$ cat config.mk
export PLATFORM = sky130hd
export DESIGN_NAME = tick_period_monitor
export DESIGN_NICKNAME = d
export VERILOG_FILES = /design/src/rtl/tick_period_monitor.sv
export SDC_FILE = /design/constraint.sdc
export NUM_CORES = 1
export LEC_CHECK = 0
export ABC_AREA = 1
export BUFFER_PORTS_ARGS = -buffer_cell sky130_fd_sc_hd__buf_2
export CORE_ASPECT_RATIO = 1.75
export CORE_MARGIN = 2
export CORE_UTILIZATION = 37
export DETAILED_ROUTE_END_ITERATION = 8
export PLACE_DENSITY = 0.6
export SYNTH_ARGS = -nofsm -noshare
export SYNTH_HDL_FRONTEND = slang
export SYNTH_SLANG_ARGS = --single-unit
export TNS_END_PERCENT = 20
$ cat constraint.sdc
create_clock -name Origin_Clock -period 4.7 [get_ports Origin_Clock]
set_input_delay 0.235 -clock Origin_Clock [delete_from_list [all_inputs] [get_ports Origin_Clock]]
set_output_delay 0.235 -clock Origin_Clock [all_outputs]
set_load 0.01 [all_outputs]
$ cat src/rtl/tick_period_monitor.sv
// Tick period monitor: measures the interval between rising edges of pulse, tracks lock and missing-tick timeout.
// Optional period_min/period_max tracking is built when TICK_MON_MINMAX_EN is defined.
module tick_period_monitor #(
    parameter int EXPECTED   = 500000,
    parameter int TOL        = 16,
    parameter int LOCK_COUNT = 4,
    parameter int TIMEOUT    = 1000000,
    parameter int CNT_W      = 24
) (
    input  logic             Origin_Clock,
    input  logic             reset,
    input  logic             pulse,
    output logic [CNT_W-1:0] period,
    output logic             period_valid,
    output logic             locked,
    output logic             timeout,
    output logic [CNT_W-1:0] period_min,
    output logic [CNT_W-1:0] period_max
);

    typedef enum logic [1:0] {IDLE, MEASURE, LOCKED} state_t;

    localparam int               MC_W    = $clog2(LOCK_COUNT + 1);
    localparam logic [CNT_W:0]   EXP_C   = (CNT_W+1)'(EXPECTED);
    localparam logic [CNT_W:0]   TOL_C   = (CNT_W+1)'(TOL);
    localparam logic [CNT_W:0]   TMO_C   = (CNT_W+1)'(TIMEOUT);
    localparam logic [CNT_W-1:0] CNT_SAT = CNT_W'(TIMEOUT - 1);
    localparam logic [MC_W-1:0]  LOCK_C  = MC_W'(LOCK_COUNT);

    // Absolute deviation taken in one extra bit so neither direction wraps.
    function automatic logic in_tol(input logic [CNT_W:0] p);
        logic [CNT_W:0] d;
        d = (p >= EXP_C) ? (p - EXP_C) : (EXP_C - p);
        return d <= TOL_C;
    endfunction

    state_t            state, state_nx;
    logic [CNT_W-1:0]  cnt, cnt_nx;
    logic [MC_W-1:0]   match_cnt, mc_nx;
    logic [CNT_W:0]    cnt_p1;
    logic [CNT_W-1:0]  period_nx;
    logic              pulse_d, tick, tmo_evt;
    logic              pv_nx, locked_nx, timeout_nx;

    assign tick   = pulse & ~pulse_d;
    assign cnt_p1 = {1'b0, cnt} + 1'b1;

    always_comb begin
        state_nx   = state;
        mc_nx      = match_cnt;
        period_nx  = period;
        pv_nx      = 1'b0;
        locked_nx  = locked;
        timeout_nx = timeout;
        tmo_evt    = 1'b0;
        cnt_nx     = tick ? '0 : ((cnt == CNT_SAT) ? cnt : cnt + 1'b1);
        if (state == IDLE) begin
            if (tick) begin
                state_nx   = MEASURE;
                timeout_nx = 1'b0;
                mc_nx      = '0;
                locked_nx  = 1'b0;
            end
        end else if (tick) begin
            period_nx = cnt_p1[CNT_W-1:0];
            pv_nx     = 1'b1;
            if (in_tol(cnt_p1)) begin
                mc_nx = (match_cnt >= LOCK_C) ? LOCK_C : match_cnt + 1'b1;
                if (mc_nx == LOCK_C) begin
                    state_nx  = LOCKED;
                    locked_nx = 1'b1;
                end
            end else begin
                mc_nx     = '0;
                locked_nx = 1'b0;
                state_nx  = MEASURE;
            end
        end else if (cnt_p1 == TMO_C) begin
            tmo_evt    = 1'b1;
            timeout_nx = 1'b1;
            locked_nx  = 1'b0;
            mc_nx      = '0;
            state_nx   = IDLE;
        end
    end

    always_ff @(posedge Origin_Clock or posedge reset) begin
        if (reset) begin
            state        <= IDLE;
            cnt          <= '0;
            match_cnt    <= '0;
            pulse_d      <= 1'b0;
            period       <= '0;
            period_valid <= 1'b0;
            locked       <= 1'b0;
            timeout      <= 1'b0;
        end else begin
            state        <= state_nx;
            cnt          <= cnt_nx;
            match_cnt    <= mc_nx;
            pulse_d      <= pulse;
            period       <= period_nx;
            period_valid <= pv_nx;
            locked       <= locked_nx;
            timeout      <= timeout_nx;
        end
    end

`ifdef TICK_MON_MINMAX_EN
    always_ff @(posedge Origin_Clock or posedge reset) begin
        if (reset) begin
            period_min <= '1;
            period_max <= '0;
        end else if (tmo_evt) begin
            period_min <= '1;
            period_max <= '0;
        end else if (pv_nx) begin
            if (period_nx < period_min) period_min <= period_nx;
            if (period_nx > period_max) period_max <= period_nx;
        end
    end
`else
    assign period_min = '0;
    assign period_max = '0;
`endif

endmodule
==> impl_metrics.json, run 1 <==
{
  "place_congestion": 0.991,
  "reg2regPathDepth": 23,
  "relSlewSlack_pct": 49.5,
  "final_util_pct": 40.2,
  "die-area_sq_mm": 0.0148,
  "skew_ns": 0.00613,
  "core_sq_mm": 0.0135,
  "outcome": "finished clean",
  "hold_path_class": "input port to flop",
  "drt.antenna.violating_nets": 0,
  "vias": 5196,
  "yosysWarnings": 0,
  "rsz0062_at_grt": "false",
  "num-fill-cells": 1504,
  "finalMaxSlewViolations": 0,
  "startpoint_type": "flop",
  "io_pins": 78,
  "synth_area_per_cell_sq_um": 6.36,
  "finalSetupViolations": 0,
  "cp_max_fo": 11,
  "post_cts.repair.setup_buffers": 0,
  "cts.reportedPaths.clkPinSlew_ns": 0.08,
  "grt_pass1_vias": 5016,
  "rows": 56,
  "crit_required_ns": 4.89,
  "numCtsBuffers": 5,
  "maxCapViolCount": 0,
  "multi_input_area_sq_mm": 0.00313,
  "seqCellArea_sq_mm": 0.00140,
  "seq_power_share_pct": 45.6,
  "ys_seq_elements": 56,
  "pwr_density_cell_mw_per_mm2": 224,
  "hold_viol": 0,
  "finalCriticalPeriod_ns": 3.73,
  "htree_levels": 2,
  "p_leak_nw": 2.85,
  "synth_cell_type_count": 32,
  "dp_hpwl_um": 13600,
  "internal_power_uw": 828,
  "first_pass_iters": 6,
  "synth_flop_cell": "dfrtp_1",
  "fin_tns_setup_ns": 0,
  "cts_resized": 0,
  "sw_frac_of_total_pct": 31.6,
  "grt_pass1_wl_um": 26400,
  "overflow": 0,
  "hold_buffers": 0,
  "chipHeight_um": 159,
  "mostFrequentLayoutCells": "nand2_1, nor2_1, nand3_1",
  "portBuffers": 29,
  "clock_latency_ns": 0.30,
  "fmaxAchievable_ghz": 0.268,
  "grt_usage_pct": 23.1,
  "netlist_area_sq_mm": 0.00510,
  "initial_utilization_pct": 37.9,
  "cts.path.max_buffers": 2,
  "cts_sinks": 56,
  "cts_tree": "done",
  "worstMarginPinSlew_ns": 0.757,
  "area_delta_synth_final_pct": 6.21,
  "wl_per_cell_um": 16.9,
  "synthCells": 801,
  "antenna_found_initial": 0,
  "grt_max_degree": 57,
  "fp.dieW_um": 92.7,
  "fin_nets": 839,
  "totalWireLength_um": 16900,
  "async_flop_share_pct": 100,
  "diodes": 0,
  "synth-edff-count": 0,
  "period_share_pct": 79.3,
  "layout_commonest_cell": "nand2_1",
  "layout-drive-gt1-share_pct": 14.2,
  "yosysSeqAreaShare_pct": 27.5,
  "clkPwrFrac_pct": 36.7,
  "cts_root_buf": "clkbuf_16",
  "combPwrFrac_pct": 17.7,
  "end_kind": "flop",
  "p_switching_uw": 382,
  "crit_type": "flop to flop",
  "crit_arrival_ns": 3.92,
  "drc": 0,
  "ir_worst_vdd_v": 0.000193,
  "min_path_cells": 1,
  "vias_per_cell": 5.17,
  "detail_route.iter0.violations": 397
}
area by class of cell:
cell class	count	area share, %
multi-input cells	651	57.8
flip-flops and latches	56	25.9
inverters	82	5.78
well taps	174	4.02
repair buffers	34	3.37
clock buffers	6	2.38
clock inverters	2	0.716
per-layer routing:
metal,track usage (%),share of wire [%]
met3,1.94,4.2
met2,42.2,52
met5,0,0
met4,18.8,9.7
met1,23.3,34
synth_stat cells (all sizes together), types with 2 or more instances:
cell type / n / area share [%]
nor4: 5 / 0.61
nand4: 26 / 3.2
o211ai: 3 / 0.44
dfrtp: 56 / 27
buf: 52 / 7.9
inv: 82 / 6.1
clkbuf: 7 / 0.52
nor2: 128 / 12
ha: 6 / 1.5
o21ai: 44 / 4.4
nand3b: 2 / 0.29
xor2: 7 / 1.2
nand2: 281 / 22
a21oi: 7 / 0.76
nand3: 86 / 9.7
nor3: 7 / 0.98
worst max-delay path, stage by stage, from the launching register on:
cell	delay [ns]
dfrtp_1	0.48
ha_1	0.30
nand3_2	0.16
nor2_4	0.18
nor2_1	0.06
nor2_1	0.25
ha_1	0.29
inv_1	0.09
o21ai_0	0.16
nand2_1	0.09
nand3_2	0.08
nand2_2	0.11
nand3_4	0.11
nand2_1	0.07
nor2_2	0.39
nand2_1	0.10
nor2_1	0.14
nor2_1	0.06
a21oi_2	0.12
nand4_1	0.11
nand2_1	0.11
nand2_1	0.06
nand2_1	0.05
nand2_1	0.05
power groups by stage:
stage | combinational [mW] | clock [mW] | sequential, mW
floorplan | 0.183 | 0 | 0.556
global route | 0.244 | 0.466 | 0.558
finish | 0.214 | 0.444 | 0.552
CTS | 0.218 | 0.452 | 0.552
global placement | 0.217 | 0 | 0.562
detailed placement | 0.217 | 0 | 0.562
flip-flops by register name, indices dropped and copies added, names as in the netlist:
name,flops
match_cnt,3
pulse_d,1
period_valid,1
state,1
timeout,1
period,24
locked,1
cnt,24
cell families (layout without fill, tap and decap cells):
logic type | Yosys count | count (layout) | share of synthesized area (%)
simple gates | 535 | 535 | 49.5
xor+xnor | 7 | 7 | 1.20
compound gates | 55 | 55 | 5.77
flops | 56 | 56 | 27.5
buf+inv | 141 | 124 | 14.5
fa+ha+maj | 6 | 6 | 1.47
other cells | 1 | 48 | 0.0736
through the flow:
stage | total power, mW | setup slack, ns | cells | area [sq um] | hold slack, ns
2_1_floorplan | 0.738 | 1.66 | 848 | 5270 | 0.266
3_3_place_gp | 0.778 | 1.19 | 997 | 5250 | 0.356
3_5_place_dp | 0.779 | 1.03 | 997 | 5250 | 0.361
4_1_cts | 1.22 | 1.01 | 1005 | 5410 | 0.0452
5_1_grt | 1.27 | 0.433 | 1005 | 5410 | 0.0540
6_report | 1.21 | 0.972 | 1005 | 5410 | 0.0491
final timing paths:
check / from / endpoint / slack (ns)
worst min register to register: period[1] / period[1] / 0.47
min in group asynchronous: reset / period[1] / 0.15
worst max-delay path: cnt[0] / state[0] / 0.97
max in group asynchronous: reset / cnt[15] / 4.06
worst max register to register: cnt[0] / state[0] / 0.97
worst min-delay path: pulse / pulse_d / 0.05
Note: power is estimated with default switching activity, not from simulation.
==> inputs of run 2 (changes only) <==
==> constraint.sdc (replaced) <==
create_clock -name Origin_Clock -period 3.6 [get_ports Origin_Clock]
set_input_delay 0.18 -clock Origin_Clock [delete_from_list [all_inputs] [get_ports Origin_Clock]]
set_output_delay 0.18 -clock Origin_Clock [all_outputs]
set_load 0.01 [all_outputs]
==> run 2 against run 1 <==
Against the previous run: the run now ends with negative hold slack left; non-clock buffer count up 19; flip-flop and latch count unchanged; die area unchanged; sequential power up 31%; combinational power up 40%; via count up 2.3%; critical path depth down 2; total power up 27%; critical path type unchanged; critical endpoint unchanged.
==> impl_metrics.json, run 2 (synthesis results as in run 1) <==
{
  "finalSetupViolations": 0,
  "worstReg2RegEnd": "state[0]",
  "num-fill-cells": 1495,
  "grt_max_degree": 48,
  "crit_type": "flop to flop",
  "pre_cts_slack_ns": 0.171,
  "fmaxAchievable_ghz": 0.298,
  "finalCriticalPeriod_ns": 3.36,
  "hold_slack_ns": -0.0267,
  "cts_sinks": 56,
  "drt.antenna.violating_nets": 0,
  "vias": 5313,
  "violations": "negative hold slack",
  "cts.path.max_buffers": 2,
  "grt_pass1_wl_um": 27800,
  "pwr_density_cell_mw_per_mm2": 276,
  "io_pins": 78,
  "layout_commonest_cell": "nand2_1",
  "chipHeight_um": 159,
  "rrSetupSlack_ns": 0.24,
  "vias_per_cell": 5.19,
  "end_kind": "flop",
  "startpoint_type": "flop",
  "period_share_pct": 93.2,
  "cts_root_buf": "clkbuf_16",
  "rows": 56,
  "layout-drive-gt1-share_pct": 16.8,
  "detail_route.iter0.violations": 441,
  "first_pass_iters": 6,
  "finalMaxSlewViolations": 0,
  "fin_ws_ns": 0.243,
  "outcome": "finished with violations",
  "skew_ns": 0.00470,
  "relSlewSlack_pct": 24.6,
  "hold_path_class": "input port to async pin",
  "cts.reportedPaths.clkPinSlew_ns": 0.08,
  "clock_latency_ns": 0.31,
  "grt_usage_pct": 24.7,
  "crit_required_ns": 3.80,
  "worstMarginPinSlew_ns": 1.13,
  "grt_pass1_vias": 4999,
  "initial_utilization_pct": 37.9,
  "fin_nets": 858,
  "portBuffers": 29,
  "reg2regPathDepth": 21,
  "fp.dieW_um": 92.7,
  "fin_tns_setup_ns": 0,
  "diodes": 0,
  "crit_arrival_ns": 3.56,
  "wl_per_cell_um": 17.4,
  "ir_worst_vdd_v": 0.000191,
  "hold_viol": 29,
  "maxCapViolCount": 0,
  "mostFrequentLayoutCells": "nand2_1, nor2_1, nand3_1",
  "fin_area_sq_mm": 0.00558,
  "cts_tree": "done",
  "core_sq_mm": 0.0135,
  "area_delta_synth_final_pct": 9.43,
  "drc": 0,
  "overflow": 0,
  "dp_hpwl_um": 14400,
  "p_leak_nw": 2.92,
  "totalWireLength_um": 17800,
  "htree_levels": 2,
  "place_congestion": 1.02,
  "numCtsBuffers": 5,
  "die-area_sq_mm": 0.0148,
  "reg.largest.list": "cnt (24), period (24), match_cnt (3)",
  "regToRegStartpoint": "cnt[0]",
  "cp_max_fo": 8,
  "dpl-instance-area_sq_mm": 0.00534,
  "antenna_found_initial": 0
}
-- run 2: cell count changes in the layout (fill, tap and decap cells not counted), sizes merged --
cell,delta
bufinv,-1
clkinv,+1
buf,+18
dlygate4sd3,+1
-- run 2: worst max-delay path by stage --
stage	from	end	slack, ns
after global routing	cnt[0]	state[0]	-0.007
after floorplan	cnt[0]	state[0]	0.56
after detailed placement	cnt[0]	state[0]	0.17
after CTS	cnt[0]	state[0]	0.14
after global placement	cnt[10]	state[0]	0.20
final	cnt[0]	state[0]	0.24
-- run 2: metrics by stage --
step	instances	hold slack [ns]	total power, mW	utilization, %
floorplan	848	0.211	0.964	-
global route	1024	0.0282	1.61	41.5
detailed placement	1009	0.304	1.02	39.7
CTS	1018	0.00167	1.52	40.8
finish	1024	-0.0267	1.54	41.5
global placement	1009	0.301	1.02	39.7
-- run 2: what timing repair did --
item / in CTS / in global routing
endpoints found under the hold margin: 1 / 0
setup endpoints to repair: 0 / 5
buffers inserted: 0 / 6
resized for setup: 0 / 9
hold buffers: 1 / 0
-- run 2: layer usage --
| layer | track usage (%) | part of all wire (%) |
|---|---|---|
| met2 | 44.2 | 51 |
| met5 | 0 | 0 |
| met4 | 19.6 | 9.9 |
| met1 | 25.2 | 34 |
| met3 | 2.98 | 4.9 |
-- run 2: cell type report --
class                           instances  area, sq um  share of cell area (%)
Inverter                               82          313                    5.61
Clock buffer                            6          129                    2.31
Multi-Input combinational cell        651         3160                    56.6
Timing Repair Buffer                   53          340                    6.10
Sequential cell                        56         1410                    25.2
Tap cell                              174          218                    3.90
Clock inverter                          2         13.8                   0.247
-- run 2: report_power, final --
part	internal (mW)	total, mW	switching (mW)
Sequential	0.671	0.725	0.0540
Clock	0.261	0.512	0.251
Combinational	0.0918	0.300	0.208
-- run 2: worst max-delay path: stages (launching register included) --
cell     delay, ns
dfrtp_2       0.46
ha_4          0.19
nand3_2       0.15
nor2_4        0.16
nor2_1        0.05
nor2_1        0.16
buf_4         0.19
nand3_1       0.27
a21oi_1       0.40
nand3_1       0.15
nand3_2       0.16
nand2_1       0.10
nand2_1       0.07
nand2_1       0.04
nand2_1       0.05
nand3_1       0.08
nor2_2        0.14
nand4_1       0.12
nand2_1       0.12
nand2_1       0.06
nand2_1       0.06
nand2_1       0.05
